File: src/rtl/multicycle_control_unit.sv
// -----------------------------------------------------------------------------
// multicycle_control_unit
//
// Main controller for the 16-bit multi-cycle datapath. Every instruction is
// sequenced through FETCH -> DECODE -> EXEC -> (MEM) -> (WB). The controller
// handshakes with a variable-latency memory, aborts a stalled access after
// TIMEOUT wait cycles, traps undecodable opcodes and counts retired
// instructions.
//
// Ports
//   clk          rising-edge clock
//   rst          synchronous, active-high reset
//   opcode       IR opcode field, captured in DECODE
//   funct        IR funct field, captured in DECODE
//   memReady     memory completes the current access this cycle
//   halt         hold in FETCH without issuing a new fetch
//   pcWrite      PC <= PC + 1 (fetch complete)
//   pcWriteCond  PC <= branch target when the ALU result is non-zero
//   irWrite      load IR from memory data
//   memRead      memory read request
//   memWrite     memory write request
//   regDest, aluSrc, memToReg, regWrite, branch, extOp  datapath controls
//   aluCtr       ALU operation select
//   state        current state (FETCH=0 DECODE=1 EXEC=2 MEM=3 WB=4)
//   illegalOp    one-cycle pulse: undecodable opcode seen in DECODE
//   memErr       one-cycle pulse: memory access timed out
//   instrCount   retired-instruction counter, wraps modulo 2^CNT_W
// -----------------------------------------------------------------------------
module multicycle_control_unit #(
  parameter int OPCODE_W = 4,
  parameter int FUNCT_W  = 4,
  parameter int ALUCTR_W = 3,
  parameter int CNT_W    = 16,
  parameter int TIMEOUT  = 15
) (
  input  logic                clk,
  input  logic                rst,
  input  logic [OPCODE_W-1:0] opcode,
  input  logic [FUNCT_W-1:0]  funct,
  input  logic                memReady,
  input  logic                halt,
  output logic                pcWrite,
  output logic                pcWriteCond,
  output logic                irWrite,
  output logic                memRead,
  output logic                memWrite,
  output logic                regDest,
  output logic                aluSrc,
  output logic                memToReg,
  output logic                regWrite,
  output logic                branch,
  output logic                extOp,
  output logic [ALUCTR_W-1:0] aluCtr,
  output logic [2:0]          state,
  output logic                illegalOp,
  output logic                memErr,
  output logic [CNT_W-1:0]    instrCount
);

  localparam logic [2:0] S_FETCH  = 3'd0;
  localparam logic [2:0] S_DECODE = 3'd1;
  localparam logic [2:0] S_EXEC   = 3'd2;
  localparam logic [2:0] S_MEM    = 3'd3;
  localparam logic [2:0] S_WB     = 3'd4;

  // Full-width constants: any set bit above opcode[3:0] makes an opcode illegal.
  localparam logic [OPCODE_W-1:0] OP_R    = OPCODE_W'(0);
  localparam logic [OPCODE_W-1:0] OP_ANDI = OPCODE_W'(1);
  localparam logic [OPCODE_W-1:0] OP_ORI  = OPCODE_W'(2);
  localparam logic [OPCODE_W-1:0] OP_BNQ  = OPCODE_W'(3);
  localparam logic [OPCODE_W-1:0] OP_LW   = OPCODE_W'(4);
  localparam logic [OPCODE_W-1:0] OP_SW   = OPCODE_W'(5);

  localparam int WAIT_W = $clog2(TIMEOUT + 1);

  logic [2:0]          state_q,  state_d;
  logic [OPCODE_W-1:0] op_q,     op_d;
  logic [FUNCT_W-1:0]  funct_q,  funct_d;
  logic [WAIT_W-1:0]   wait_q,   wait_d;
  logic [CNT_W-1:0]    cnt_q,    cnt_d;
  logic                wait_limit;

  function automatic logic is_legal(input logic [OPCODE_W-1:0] op);
    return op inside {OP_R, OP_ANDI, OP_ORI, OP_BNQ, OP_LW, OP_SW};
  endfunction

  assign wait_limit = (wait_q == WAIT_W'(TIMEOUT));

  // NOTE: every signal written here gets a default first so no path leaves
  // it unassigned; otherwise synthesis infers a latch to hold the old value.
  always_comb begin
    state_d     = state_q;
    op_d        = op_q;
    funct_d     = funct_q;
    wait_d      = wait_q;
    cnt_d       = cnt_q;
    pcWrite     = 1'b0;
    pcWriteCond = 1'b0;
    irWrite     = 1'b0;
    memRead     = 1'b0;
    memWrite    = 1'b0;
    regDest     = 1'b0;
    aluSrc      = 1'b0;
    memToReg    = 1'b0;
    regWrite    = 1'b0;
    branch      = 1'b0;
    extOp       = 1'b0;
    aluCtr      = '0;
    illegalOp   = 1'b0;
    memErr      = 1'b0;
    state       = state_q;

    // ALU setup is held through MEM so the address stays stable during the access.
    if (state_q == S_EXEC || state_q == S_MEM) begin
      aluSrc = op_q inside {OP_ANDI, OP_ORI, OP_LW, OP_SW};
      extOp  = op_q inside {OP_ANDI, OP_BNQ, OP_LW, OP_SW};
      case (op_q)
        OP_R:        aluCtr = funct_q[ALUCTR_W-1:0];
        OP_ANDI:     aluCtr = ALUCTR_W'(0);
        OP_ORI:      aluCtr = ALUCTR_W'(1);
        OP_BNQ:      aluCtr = ALUCTR_W'(3);
        OP_LW, OP_SW: aluCtr = ALUCTR_W'(2);
        default:     aluCtr = '0;
      endcase
    end

    case (state_q)
      S_FETCH: begin
        // A halted fetch issues no request and does not age the timeout.
        if (!halt) begin
          memRead = 1'b1;
          if (memReady) begin
            pcWrite = 1'b1;
            irWrite = 1'b1;
            state_d = S_DECODE;
          end else if (wait_limit) begin
            memErr = 1'b1;
            wait_d = '0;
          end else begin
            wait_d = wait_q + WAIT_W'(1);
          end
        end
      end
      S_DECODE: begin
        op_d    = opcode;
        funct_d = funct;
        if (is_legal(opcode)) begin
          state_d = S_EXEC;
        end else begin
          illegalOp = 1'b1;
          state_d   = S_FETCH;
        end
      end
      S_EXEC: begin
        case (op_q)
          OP_BNQ: begin
            branch      = 1'b1;
            pcWriteCond = 1'b1;
            state_d     = S_FETCH;
            cnt_d       = cnt_q + CNT_W'(1);
          end
          OP_LW, OP_SW: state_d = S_MEM;
          default:      state_d = S_WB;
        endcase
      end
      S_MEM: begin
        memRead  = (op_q == OP_LW);
        memWrite = (op_q == OP_SW);
        // Completion on the limit cycle wins over the timeout.
        if (memReady) begin
          if (op_q == OP_LW) begin
            state_d = S_WB;
          end else begin
            state_d = S_FETCH;
            cnt_d   = cnt_q + CNT_W'(1);
          end
        end else if (wait_limit) begin
          memErr  = 1'b1;
          state_d = S_FETCH;
        end else begin
          wait_d = wait_q + WAIT_W'(1);
        end
      end
      S_WB: begin
        regWrite = 1'b1;
        regDest  = (op_q == OP_R);
        memToReg = (op_q == OP_LW);
        state_d  = S_FETCH;
        cnt_d    = cnt_q + CNT_W'(1);
      end
      default: state_d = S_FETCH;
    endcase

    // The wait counter restarts whenever a memory-facing state is entered.
    if (state_d != state_q && (state_d == S_FETCH || state_d == S_MEM)) begin
      wait_d = '0;
    end

    // Controls are forced quiet for the whole time reset is held, not just
    // after the first reset edge.
    if (rst) begin
      pcWrite     = 1'b0;
      pcWriteCond = 1'b0;
      irWrite     = 1'b0;
      memRead     = 1'b0;
      memWrite    = 1'b0;
      regDest     = 1'b0;
      aluSrc      = 1'b0;
      memToReg    = 1'b0;
      regWrite    = 1'b0;
      branch      = 1'b0;
      extOp       = 1'b0;
      aluCtr      = '0;
      illegalOp   = 1'b0;
      memErr      = 1'b0;
      state       = S_FETCH;
    end
  end

  // NOTE: state registers use non-blocking assignments so every flop samples
  // the pre-edge values regardless of statement order.
  always_ff @(posedge clk) begin
    if (rst) begin
      state_q <= S_FETCH;
      op_q    <= '0;
      funct_q <= '0;
      wait_q  <= '0;
      cnt_q   <= '0;
    end else begin
      state_q <= state_d;
      op_q    <= op_d;
      funct_q <= funct_d;
      wait_q  <= wait_d;
      cnt_q   <= cnt_d;
    end
  end

  assign instrCount = cnt_q;

  // Funct bits above the ALU control width are captured but never decoded.
  if (FUNCT_W > ALUCTR_W) begin : g_funct_hi
    logic unused_funct_hi;
    assign unused_funct_hi = ^funct_q[FUNCT_W-1:ALUCTR_W];
  end

endmodule

File: config.mk
export PLATFORM = sky130hd
export DESIGN_NAME = multicycle_control_unit
export DESIGN_NICKNAME = d
export VERILOG_FILES = /design/src/rtl/multicycle_control_unit.sv
export SDC_FILE = /design/constraint.sdc
export NUM_CORES = 1
export LEC_CHECK = 0
export ABC_AREA = 1
export CAP_MARGIN = 25
export CORE_MARGIN = 2
export CORE_UTILIZATION = 40
export DETAILED_ROUTE_END_ITERATION = 7
export HOLD_SLACK_MARGIN = 0.05
export PLACE_DENSITY = 0.71
export SKIP_LAST_GASP = 1
export SLEW_MARGIN = 20
export SYNTH_ARGS = -nofsm -noshare
export SYNTH_HDL_FRONTEND = slang
export SYNTH_SLANG_ARGS = --single-unit
File: constraint.sdc
create_clock -name clk -period 3.4 [get_ports clk]
set_clock_uncertainty 0.2 [all_clocks]
set_input_delay 0.68 -clock clk [delete_from_list [all_inputs] [get_ports clk]]
set_output_delay 0.68 -clock clk [all_outputs]
set_load 0.01 [all_outputs]
## Word-level counts from Yosys, hierarchy flattened

Cells that the tools add are included.

| word-level totals | value |
|---|---|
| bits of input ports | 12 |
| output and inout port bits | 35 |
| word-level logic and storage cells | 99 |
| bits in registers | 30 |

| operators by class | value |
|---|---|
| reductions and logical operators | 16 |
| muxes and demuxes | 52 |
| add/sub/neg operators | 2 |
| eq/ne operators | 24 |

Operator list:

| kind | number |
|---|---|
| $mux W16 | 3 |
| $pmux W16 S3 | 1 |
| $mux W1 | 28 |
| $mux W3 | 8 |
| $pmux W3 S4 | 2 |
| $mux W4 | 5 |
| $add A16 B1 Y16 const B | 1 |
| $eq A4 B2 Y1 const B | 4 |
| $eq A4 B3 Y1 const B | 4 |
| $ne A2 B2 Y1 const B | 6 |
| $eq A3 B2 Y1 const B | 3 |
| $eq A4 B1 Y1 const B | 2 |
| $logic_not A4 Y1 | 2 |
| $pmux W4 S2 | 1 |
| $reduce_bool A4 Y1 | 2 |
| $logic_not A3 Y1 | 2 |
| $pmux W3 S2 | 1 |
| $reduce_bool A6 Y1 | 1 |
| $reduce_and A5 Y1 | 1 |
| $add A4 B1 Y4 const B | 1 |
| $eq A4 B4 Y1 const B | 1 |
| $pmux W1 S2 | 2 |
| $reduce_and A4 Y1 | 1 |
| $reduce_or A2 Y1 | 2 |
| 9 further kinds | 10 |

## Depth between registers and ports, before layout

| depth | value |
|---|---|
| depth after elaboration | 8 |
| gate-level depth with buffers | 10 |
| depth with buffers taken out | 10 |

## Least setup slack after synthesis

OpenSTA, ideal clock, no wires.

| timing path | value |
|---|---|
| kind | input to output |
| from | in halt |
| to | out memErr |
| data required time | 2.520 ns |
| stages | 3 |
| buffers on the path | 0 |
| slack | 1.010 ns |
| data arrival time | 1.510 ns |
| cell sequence | inv_1 -> nand3_1 -> a2111oi_0 |

| on the way | value |
|---|---|
| longest elaborated chain between the ends | 3 |

Ends and longest elaborated chain:

| what | RTL line | RTL |
|---|---|---|
| from (decl) | 41 | `input logic halt,` |
| $mux W1 | 130 | `if (!halt) begin` |
| $pmux W1 S2 | 127 | `case (state_q)` |
| $mux W1 | 201 | `if (rst) begin` |
| to (decl) | 56 | `output logic memErr,` |

Every way passes these cells.

## Worst setup path in the final report

| timing path | value |
|---|---|
| from | in rst |
| to | out aluCtr[1] |

| on the way | value |
|---|---|
| longest elaborated chain between the ends | 1 |

Ends and longest elaborated chain:

| what | RTL line | RTL |
|---|---|---|
| from (decl) | 37 | `input logic rst,` |
| $mux W3 | 201 |  |
| to (decl) | 53 | `output logic [ALUCTR_W-1:0] aluCtr,` |

Every way passes these cells.

==> flow_summary.toml <==
[outcome]
status = "complete, no violations"

[worst_setup_path]
crit_slowest_cell = "clkdlybuf4s50_1"
required_ps = 2520
path_common_cell = "clkdlybuf4s50_1"
path_delay_family = "buffers and inverters"
worst-path-buf-inv = 2
critical_path.cell_chain = "clkdlybuf4s50_1, nor2_1, nand2_1, a31oi_1, clkdlybuf4s50_1"
cp-end-kind = "output pin"
max_stage_delay_ps = 570
regToRegSetupSlack_ps = 1300
critPathArrivalTime_ps = 2340
path_max_fanout = 5
critPathKind = "input port to output pin"
cp-start-kind = "input port"

[floorplanning]
die_w_um = 72.0
num_rows = 24
dieArea_sq_um = 5180
coreArea_sq_um = 4410
die_y_um = 72.0
start_util = 0.419
ios = 47

[layout]
final_cell_mix = "nand2_1, clkdlybuf4s50_1, nor2_1, inv_1"
fin_nets = 359
fin_area_sq_um = 2420
layout-drive-gt1-share = 0.0636
final_common_cell = "nand2_1"
antenna_cells = 0
areaGrowthSynthToFinish_pct = 30.8
fin_cells = 398

[sta]
hold_violations = 0
setup_viol = 0
slew_headroom = 0.655
period_share = 0.947
fin_setup_tns_ps = 0
fmax_mhz = 311
rsz0062_at_grt = "no"
fin_ws_ps = 181
tightest_slew_ps = 516
hold-worst-slack_ps = 264
drv_slew = 0
period_minus_slack_ps = 3220

[drt]
via_count = 2040
wl_per_cell_um = 12.0
first_iter_violations = 93
routed_wirelength_um = 4760
vias_per_cell = 5.13
dr.pass1.iters = 4
ant_nets = 0
drc = 0

[placed_design]
hpwl_um = 3510
pre_cts_ws_ps = 164
placed_cell_area_sq_um = 2330
gp_congestion = 0.890
dp_cells = 390
port_buffers = 45

[synthesis]
yosys_warnings = 0
synth-seq-cells = 30
ys_seq_area_frac = 0.325
syn-mean-instance-area_sq_um = 6.18
synthesis.nets = 313
synth.cell_area_sq_um = 1850
synth.distinct_cells = 29
synthCells = 299

[clock_network]
numCtsBuffers = 5
clock_path_buffers = 2
root_buffer = "clkbuf_8"
clkSlewWorstSetupHoldPaths_ps = 60
tritoncts = "done"
hold_buffers = 0
numClockSinks = 30
worstSkewPairLatency_ps = 290
cts.htree.levels = 2

[global_routing]
grt_max_degree = 22
grt_use_total = 0.190
grt_pass1_wl_um = 7890
antenna_found_initial = 0
grt_overflow = 0
first_global_vias = 1880

[worst_hold_path]
hold_class = "flip-flop to flip-flop"

[power_and_ir_drop]
leakage_nw = 0.926
p_per_area_nw_per_um2 = 308
ir_drop_mv = 0.143

[flow_run]
cap_violations = 0
==> flip-flops by register name, indices dropped and copies added (netlist names) <==
name and cells:
state_q 3, funct_q 3, instrCount 16, wait_q 4, op_q 4
==> cell usage after synthesis <==
| cell | n | area (sq um) |
|---|---|---|
| clkbuf_1 | 4 | 15.0 |
| nand2_1 | 77 | 289 |
| o21ai_0 | 8 | 40.0 |
| dfxtp_1 | 30 | 601 |
| buf_2 | 1 | 5.00 |
| inv_2 | 5 | 18.8 |
| ha_1 | 2 | 25.0 |
| nor2_2 | 1 | 6.26 |
| nand3_1 | 27 | 135 |
| a21oi_1 | 30 | 150 |
| nand3_2 | 1 | 10.0 |
| and2_1 | 1 | 6.26 |
| xor2_1 | 4 | 35.0 |
| o211ai_1 | 1 | 7.51 |
| nor2_1 | 42 | 158 |
| a21oi_2 | 1 | 8.76 |
| o21ai_2 | 1 | 8.76 |
| a2111oi_0 | 1 | 8.76 |
| a31oi_1 | 1 | 6.26 |
| buf_4 | 2 | 15.0 |
| nand3b_1 | 2 | 15.0 |
| nand4_1 | 3 | 18.8 |
| xnor2_1 | 3 | 26.3 |
| inv_1 | 33 | 124 |
| nor2_4 | 1 | 11.3 |
| buf_6 | 3 | 33.8 |
| o21ai_1 | 4 | 20.0 |
| nand2_2 | 1 | 6.26 |
| nor3_1 | 9 | 45.0 |
==> what timing repair did <==
action | in CTS | in global routing
hold endpoints to repair | 0 | 0
setup buffers | 0 | 0
resized for setup | 0 | 1
endpoints found under the setup margin | 0 | 1
==> metal layers <==
layer / vias up / wire length [um] / global-route usage
met5: - / 0 / 0
met2: 65 / 2230 / 0.321
met3: 9 / 245 / 0.0347
met1: 918 / 2200 / 0.232
li1: 1048 / - / -
met4: 0 / 85 / 0.0964
==> cell type report <==
cell class                      instances  area, sq um
Timing Repair Buffer                   49          480
Sequential cell                        30          601
Inverter                               38          143
Clock buffer                            7         86.3
Multi-Input combinational cell        221         1040
Tap cell                               52         65.1
Clock inverter                          1         5.00
Fill cell                             440         2000
==> worst register-to-register path, delay by kind of cell (launching register included) <==
family          cells  cell delay (ps)
simple gates        6             1100
flops               1              370
buf+inv             1              170
compound gates      1              160
==> power breakdown <==
part           leakage (nW)  internal, mW  switching [mW]
Clock                0.0482         0.163           0.138
Combinational         0.635        0.0333          0.0456
Sequential            0.243         0.358         0.00687
==> path summary, 6_finish.rpt <==
check	endpoint	depth (start not counted)	start
min reg2reg	funct_q[2]$_SDFFE_PP0P_	2	funct_q[2]$_SDFFE_PP0P_
min	funct_q[2]$_SDFFE_PP0P_	2	funct_q[2]$_SDFFE_PP0P_
max reg2reg	wait_q[3]$_SDFFE_PP0P_	8	state_q[2]$_SDFF_PP0_
max	aluCtr[1]	5	rst
==> metrics by stage <==
stage | utilization | power [mW]
2_1_floorplan | - | 0.418
3_3_place_gp | 0.527 | 0.450
3_5_place_dp | 0.527 | 0.451
4_1_cts | 0.548 | 0.750
5_1_grt | 0.548 | 0.773
6_report | 0.548 | 0.745
==> kinds of logic (layout without fill, tap and decap cells) <==
family                   after synthesis  after routing  share of synthesized area
AO/OA/AOI/OAI                         47             47                      0.135
XOR/XNOR                               7              7                     0.0332
adder cells (fa/ha/maj)                2              2                     0.0135
buffers and inverters                 48             95                      0.114
flip-flops                            30             30                      0.325
AND/OR/NAND/NOR                      165            165                      0.379
Power figures use the tool's default switching activity.
